===== config.mk =====
export PLATFORM = sky130hd
export DESIGN_NAME = tnew_scoreboard
export DESIGN_NICKNAME = d
export VERILOG_FILES = /design/src/rtl/tnew_scoreboard.sv
export SDC_FILE = /design/constraint.sdc
export NUM_CORES = 1
export LEC_CHECK = 0
export ABC_AREA = 0
export BUFFER_PORTS_ARGS = -buffer_cell sky130_fd_sc_hd__buf_2
export CORE_ASPECT_RATIO = 1.1
export CORE_MARGIN = 2
export CORE_UTILIZATION = 50
export CTS_CLUSTER_SIZE = 40
export DETAILED_ROUTE_END_ITERATION = 10
export MAX_ROUTING_LAYER = met4
export PLACE_DENSITY = 0.82
export SLEW_MARGIN = 10
export SYNTH_ARGS = -nofsm -noshare
export SYNTH_HDL_FRONTEND = slang
export SYNTH_SLANG_ARGS = --single-unit

===== constraint.sdc =====
create_clock -name clk -period 5.7 [get_ports clk]
set_clock_uncertainty 0.2 [all_clocks]
set_input_delay 1.14 -clock clk [delete_from_list [all_inputs] [get_ports clk]]
set_output_delay 1.14 -clock clk [all_outputs]
set_load 0.01 [all_outputs]

===== src/rtl/tnew_scoreboard.sv =====
// tnew_scoreboard: tracks in-flight GPR writes behind decode as {valid, addr, tnew}
// records, ages them as the pipeline advances, and resolves decode rs/rt against
// them to produce the decode stall and one-hot forwarding selects.
// Optional feature macro: SCOREBOARD_PERF_EN adds the stall_cnt performance counter.
module tnew_scoreboard #(
    parameter int unsigned DEPTH      = 4,
    parameter int unsigned TNEW_W     = 3,
    parameter int unsigned STALL_CODE = 7
) (
    input  logic              clk,
    input  logic              rst,
    input  logic              issue_valid,
    input  logic [4:0]        issue_addr,
    input  logic [TNEW_W-1:0] issue_tnew,
    input  logic              adv,
    input  logic [DEPTH-1:0]  flush,
    input  logic [4:0]        rs_addr,
    input  logic [4:0]        rt_addr,
    input  logic [TNEW_W-1:0] rs_tuse,
    input  logic [TNEW_W-1:0] rt_tuse,
    output logic              stall,
    output logic              rs_fwd_hit,
    output logic [DEPTH-1:0]  rs_fwd_sel,
    output logic              rt_fwd_hit,
    output logic [DEPTH-1:0]  rt_fwd_sel
`ifdef SCOREBOARD_PERF_EN
    ,
    output logic [31:0]       stall_cnt
`endif
);

    localparam logic [TNEW_W-1:0] W_STALL_CODE = TNEW_W'(STALL_CODE);

    // Entry 0 is EX, entry DEPTH-1 is the oldest tracked stage.
    logic              r_valid [DEPTH];
    logic [4:0]        r_addr  [DEPTH];
    logic [TNEW_W-1:0] r_tnew  [DEPTH];

    logic              w_rs_match;
    logic [DEPTH-1:0]  w_rs_sel;
    logic [TNEW_W-1:0] w_rs_tnew;
    logic              w_rt_match;
    logic [DEPTH-1:0]  w_rt_sel;
    logic [TNEW_W-1:0] w_rt_tnew;
    logic              w_stall;

    // Aging of a record moving one stage older; STALL_CODE only resolves on entering the last stage.
    function automatic logic [TNEW_W-1:0] f_age(input logic [TNEW_W-1:0] tnew, input logic last);
        if (tnew == W_STALL_CODE)
            f_age = last ? '0 : W_STALL_CODE;
        else if (tnew == '0)
            f_age = '0;
        else
            f_age = tnew - 1'b1;
    endfunction

    // Youngest-match lookup for rs and rt; older matches are shadowed by the first hit found.
    always_comb begin
        w_rs_match = 1'b0;
        w_rs_sel   = '0;
        w_rs_tnew  = '0;
        w_rt_match = 1'b0;
        w_rt_sel   = '0;
        w_rt_tnew  = '0;
        for (int unsigned k = 0; k < DEPTH; k++) begin
            if (!w_rs_match && r_valid[k] && (r_addr[k] == rs_addr) && (rs_addr != 5'd0)) begin
                w_rs_match  = 1'b1;
                w_rs_sel[k] = 1'b1;
                w_rs_tnew   = r_tnew[k];
            end
            if (!w_rt_match && r_valid[k] && (r_addr[k] == rt_addr) && (rt_addr != 5'd0)) begin
                w_rt_match  = 1'b1;
                w_rt_sel[k] = 1'b1;
                w_rt_tnew   = r_tnew[k];
            end
        end
    end

    // Decode stall and forwarding selects, combinational from the current entries.
    always_comb begin
        w_stall    = issue_valid & ((w_rs_match & (w_rs_tnew > rs_tuse)) |
                                    (w_rt_match & (w_rt_tnew > rt_tuse)));
        stall      = w_stall;
        rs_fwd_hit = w_rs_match & (w_rs_tnew == '0);
        rt_fwd_hit = w_rt_match & (w_rt_tnew == '0);
        rs_fwd_sel = rs_fwd_hit ? w_rs_sel : '0;
        rt_fwd_sel = rt_fwd_hit ? w_rt_sel : '0;
    end

    // Entry shift/capture on adv, in-place hold otherwise; flush overrides both.
    always_ff @(posedge clk) begin
        if (rst) begin
            for (int unsigned k = 0; k < DEPTH; k++) begin
                r_valid[k] <= 1'b0;
                r_addr[k]  <= '0;
                r_tnew[k]  <= '0;
            end
        end else if (adv) begin
            r_valid[0] <= issue_valid & ~w_stall & (issue_addr != 5'd0) & ~flush[0];
            r_addr[0]  <= issue_addr;
            r_tnew[0]  <= issue_tnew;
            for (int unsigned k = 1; k < DEPTH; k++) begin
                r_valid[k] <= r_valid[k-1] & ~flush[k];
                r_addr[k]  <= r_addr[k-1];
                r_tnew[k]  <= f_age(r_tnew[k-1], k == DEPTH - 1);
            end
        end else begin
            for (int unsigned k = 0; k < DEPTH; k++)
                r_valid[k] <= r_valid[k] & ~flush[k];
        end
    end

`ifdef SCOREBOARD_PERF_EN
    logic [31:0] r_stall_cnt;

    // Count every edge that sees an active stall; wraps naturally.
    always_ff @(posedge clk) begin
        if (rst)
            r_stall_cnt <= '0;
        else if (w_stall)
            r_stall_cnt <= r_stall_cnt + 32'd1;
    end

    assign stall_cnt = r_stall_cnt;
`endif

endmodule

* Word level (Yosys, flattened, before mapping)
Memories as Yosys holds them, arrays and structs flattened.
Cells that the tools add are included.
** Word-level totals
- Bits in registers :: 0
- Input bits :: 32
- RAM bits :: 36
- Memories :: 3
- Word-level logic and storage cells :: 152
- Output and inout bits :: 11
** Memories
- r_addr :: depth 4, bits a word 5, rd ports 4, clocked after memory_dff 0, wr ports 4, RTL line 36 : logic [4:0] r_addr [DEPTH];
- r_tnew :: depth 4, bits a word 3, rd ports 4, clocked after memory_dff 0, wr ports 4, RTL line 37 : logic [TNEW_W-1:0] r_tnew [DEPTH];
- r_valid :: depth 4, bits a word 1, rd ports 4, clocked after memory_dff 0, wr ports 4, RTL line 35 : logic r_valid [DEPTH];
** Cells by class
- Equality and inequality tests :: 11
- Muxes and demuxes :: 60
- Reductions and logical operators :: 36
- Bitwise logic cells :: 37
- Add/sub/neg operators :: 3
- Order comparisons :: 2
** Operators with widths (count)
- $mux 3 :: 24
- $eq 5x5->1 :: 8
- $mux 1 :: 30
- $logic_and 1x1->1 :: 22
- $mux 5 :: 4
- $or 1x1->1 :: 17
- $and 1x1->1 :: 15
- $logic_not 3->1 :: 5
- $reduce_bool 5->1 :: 3
- $eq 3x3->1 const B :: 3
- $sub 3x1->3 const B :: 3
- $mux 4 :: 2
- $gt 3x3->1 :: 2
- $logic_not 1->1 :: 6
- $not 1->1 :: 5

* Longest topological paths before layout
- Depth after elaboration :: 29
- Mapped depth :: 14

* Worst setup path before layout
OpenSTA, ideal clock, no wires.
- Path type :: input to output
- Start :: input port rt_addr[2]
- End :: output port stall
- Stages :: 12
- Data arrival time :: 3.637 ns
- Slack :: 0.723 ns
- Data required time :: 4.360 ns
- Buffers on the path :: 1
- Cell sequence :: buf_2 or4_4 o211ai_4 or2_4 a31oi_4 a211oi_4 ha_1 nor2b_1 o21a_1 o21ai_0 o22ai_1 and2_1
** On the way
- Word-level cells in the longest chain between the ends :: 23
- Elaborated cells between the ends (all ways) :: 31
- Classes of those cells :: order compare (1); eq/ne (4); mux (8); bitwise (3); reduce/logical (15)
** Ends and longest elaborated chain
- start: declaration :: RTL line 18 : input logic [4:0] rt_addr,
- $eq 5x5->1 :: RTL line 71 : if (!w_rt_match && r_valid[k] && (r_addr[k] == rt_addr) && (rt_addr != 5'd0)) begin
- $logic_and 1x1->1 (2 in series) :: RTL line 71
- $mux 1 :: RTL line 71
- $logic_not 1->1 :: RTL line 71
- $logic_and 1x1->1 (3 in series) :: RTL line 71
- $mux 1 :: RTL line 71
- $logic_not 1->1 :: RTL line 71
- $logic_and 1x1->1 (3 in series) :: RTL line 71
- $mux 1 :: RTL line 71
- $logic_not 1->1 :: RTL line 71
- $logic_and 1x1->1 (3 in series) :: RTL line 71
- $mux 3 :: RTL line 71
- $gt 3x3->1 :: RTL line 82 : (w_rt_match & (w_rt_tnew > rt_tuse)));
- $and 1x1->1 (*) :: RTL line 82
- $or 1x1->1 (*) :: RTL line 81 : w_stall = issue_valid & ((w_rs_match & (w_rs_tnew > rs_tuse)) |
- $and 1x1->1 (*) :: RTL line 81
- end: declaration :: RTL line 21 : output logic stall,
Every way passes the cells marked *; elsewhere a longest branch is shown, timed or not.

* Final worst setup path
- Start :: input port rs_addr[1]
- End :: output port stall
** On the way
- Word-level cells in the longest chain between the ends :: 23
- Elaborated cells between the ends (all ways) :: 31
- Classes of those cells :: order compare (1); eq/ne (4); mux (8); bitwise (3); reduce/logical (15)
** Ends and longest elaborated chain
- start: declaration :: RTL line 17 : input logic [4:0] rs_addr,
- $eq 5x5->1 :: RTL line 66 : if (!w_rs_match && r_valid[k] && (r_addr[k] == rs_addr) && (rs_addr != 5'd0)) begin
- $logic_and 1x1->1 (2 in series) :: RTL line 66
- $mux 1 :: RTL line 66
- $logic_not 1->1 :: RTL line 66
- $logic_and 1x1->1 (3 in series) :: RTL line 66
- $mux 1 :: RTL line 66
- $logic_not 1->1 :: RTL line 66
- $logic_and 1x1->1 (3 in series) :: RTL line 66
- $mux 1 :: RTL line 66
- $logic_not 1->1 :: RTL line 66
- $logic_and 1x1->1 (3 in series) :: RTL line 66
- $mux 3 :: RTL line 66
- $gt 3x3->1 :: RTL line 81
- $and 1x1->1 (*) :: RTL line 81
- $or 1x1->1 (*) :: RTL line 81
- $and 1x1->1 (*) :: RTL line 81
Marked as above.

==> out/metrics.csv <==
metric,value,unit
rsz0062_at_grt,no,
synth_cell_types,50,
yosysTopAreaCell,edfxtp_1,
regToRegStartpoint,r_addr[0][8],
synthToLayoutAreaGrowth,12.6,%
dieArea,0.00603,mm^2
setup_viol,0,
final_antenna_net_count,0,
pre_cts_slack,0.280,ns
fin_util,0.577,
endpoint_kind,primary output,
hold_class,flop to flop,
synth_compound_area_frac,0.102,
start_util,0.512,
p_sw,166,uW
synthTopCellsByArea,"edfxtp_1 (40%), xnor2_1 (10%), ha_1 (6.0%), and2_1 (5.8%), nor2_1 (2.6%)",
clkSinkCount,36,
worstMarginPinSlew,0.759,ns
vias,2044,
r2r_slack,2.22,ns
tns,0,ns
worst_slack,0.318,ns
synthAdderAreaFrac,0.0600,
coreArea,0.00529,mm^2
postLayoutCellArea,0.00305,mm^2
min-delay-start,r_addr[0][12],
synth-seq-area-share,0.399,
crit_type,primary input to primary output,
cts_tree,yes,
synthCells,269,
io_pins,43,
cp_max_fo,10,
gp_congestion,0.909,
cts.clk_slew.worst_paths,0.07,ns
status,"complete, no violations",
root_buffer,clkbuf_8,
ys.flop_type,edfxtp_1,
clock_latency,0.29,ns
post_cts.repair.setup_buffers,0,
synth-xor-area-share,0.129,
die_h,81.2,um
grt_pass1_wl,9130,um
dp.cells,377,
yosys-top-cells-count,"edfxtp_1 (36), xnor2_1 (32), and2_1 (25)",
cts-buffers-inserted,5,
drtIter0Drc,127,
p_per_area,200,mW/mm^2
clockPowerShare,0.273,
first_global_vias,1927,
port_buffers,42,
crit_required,4.36,ns
async_flop_share,0,
rows,28,
maxSlewViolCount,0,
yosysWarnings,0,
critPathLaunch,rs_addr[1],
antenna_found_initial,0,
synthSimpleGateAreaFrac,0.248,
p_sw_frac,0.273,
drtPass1Iterations,4,
p_seq_frac,0.551,
internal-power,443,uW
syn_area,0.00271,mm^2
drcViolationCount,0,
cap_violations,0,
overflow,0,
cts.repair.resized,0,
synth.most_common_cell,edfxtp_1,
cts_hold_buf,0,
placed_area,0.00297,mm^2
grt_max_degree,34,
die_x,74.2,um
final_layout_size_suffix_gt1_frac,0.217,
clock.fmax,0.186,GHz
syn_area_per_cell,10.1,um^2
wl_per_cell,14.9,um
timing.final.crit_share,0.944,
synth-edff-count,36,
ys_ff_latch,36,
ir_worst_vdd,0.145,mV
synthMuxAreaShare,0.0148,
p_leak,1.20,nW
cts_buffer_depth,2,
max_slew_margin,0.494,
finalHoldViolCount,0,
arrival,4.04,ns
cts_max_level,2,
critPathLaunchType,primary input,
fin_nets,354,
via_per_inst,5.32,
grt_use_total,0.208,
diodes,0,
wl,5730,um
n_fill_cell,455,
synth_top_cell_area_share,0.399,
dp_hpwl,4560,um
synth_top_family_by_area,simple AND/OR/NAND/NOR gates,
fin_cells,384,
period_needed,5.38,ns
p_comb_frac,0.176,
## cell usage in the layout, fill, tap and decap left out, types with 2 or more instances in the layout
cell / synthesis / routed
a21o_1: 2 / 2
a21oi_1: 5 / 5
a31oi_1: 5 / 5
and2_1: 25 / 25
buf_2: 9 / 42
buf_4: 0 / 2
clkbuf_8: 0 / 5
clkinv_1: 0 / 2
conb_1: 1 / 4
edfxtp_1: 36 / 36
ha_1: 13 / 13
inv_1: 14 / 14
mux2i_1: 4 / 4
nand2_1: 16 / 16
nand3_1: 3 / 3
nand3b_1: 3 / 3
nand4_1: 8 / 8
nor2_1: 19 / 19
nor2_4: 2 / 2
nor2b_1: 3 / 3
nor3_1: 14 / 14
nor4_1: 8 / 7
nor4_2: 1 / 2
o21a_1: 2 / 2
o21ai_0: 3 / 3
o22a_1: 2 / 2
or3_1: 3 / 3
or4_4: 2 / 2
xnor2_1: 32 / 32
xor2_1: 8 / 8
## cell families after synthesis
logic type,after synthesis
compound gates,32
xor+xnor,40
fa+ha+maj,13
buf+inv,28
flops,36
mux,4
other cells,1
simple gates,115
## area by class of cell
type | instances | area [um^2] | area share
Clock buffer | 5 | 68.8 | 0.0226
Clock inverter | 2 | 7.51 | 0.00246
Inverter | 14 | 52.6 | 0.0172
Multi-Input combinational cell | 208 | 1520 | 0.499
Sequential cell | 36 | 1080 | 0.354
Tap cell | 75 | 93.8 | 0.0308
Timing Repair Buffer | 44 | 225 | 0.0738
## per-layer routing
layer	routed length (um)	share of wire	vias up	GRT usage
met2	2910	0.51	50	0.359
li1	-	-	1031	-
met5	0	0	-	-
met3	225	0.039	9	0.0397
met1	2520	0.44	954	0.242
met4	85	0.015	0	0.0655
## power by group through the flow
| stage | combinational, mW | clock [mW] | sequential (mW) |
|---|---|---|---|
| floorplan | 0.0829 | 0 | 0.333 |
| global placement | 0.104 | 0 | 0.341 |
| detailed placement | 0.107 | 0 | 0.341 |
| CTS | 0.107 | 0.172 | 0.336 |
| global route | 0.119 | 0.180 | 0.338 |
| finish | 0.107 | 0.166 | 0.336 |
## worst paths after layout
path	cells past startpoint	endpoint
worst min register to register	1	r_addr[0][17]
worst min-delay path	1	r_addr[0][17]
worst max-delay path	14	stall
worst max register to register	12	r_valid[0]
## worst max-delay path, stage by stage
cell     delay (ns)
buf_2          0.15
or4_4          0.56
nor2_4         0.16
nor4_2         0.12
nor3_1         0.39
and2_1         0.23
a21o_1         0.12
ha_1           0.23
nor2b_1        0.14
o21a_1         0.16
o21ai_0        0.16
o22ai_1        0.16
and2_1         0.20
buf_2          0.13
## through the flow
| stage | power (mW) | hold slack (ns) |
|---|---|---|
| floorplan | 0.416 | 0.393 |
| detailed placement | 0.448 | 0.425 |
| CTS | 0.615 | 0.435 |
| global placement | 0.445 | 0.417 |
| finish | 0.610 | 0.440 |
| global route | 0.638 | 0.459 |
## flip-flops by register name (all words and copies together) (netlist names)
| name | cells |
|---|---|
| r_tnew | 12 |
| r_valid | 4 |
| r_addr | 20 |
No activity file was read; power rests on OpenSTA's default activity.
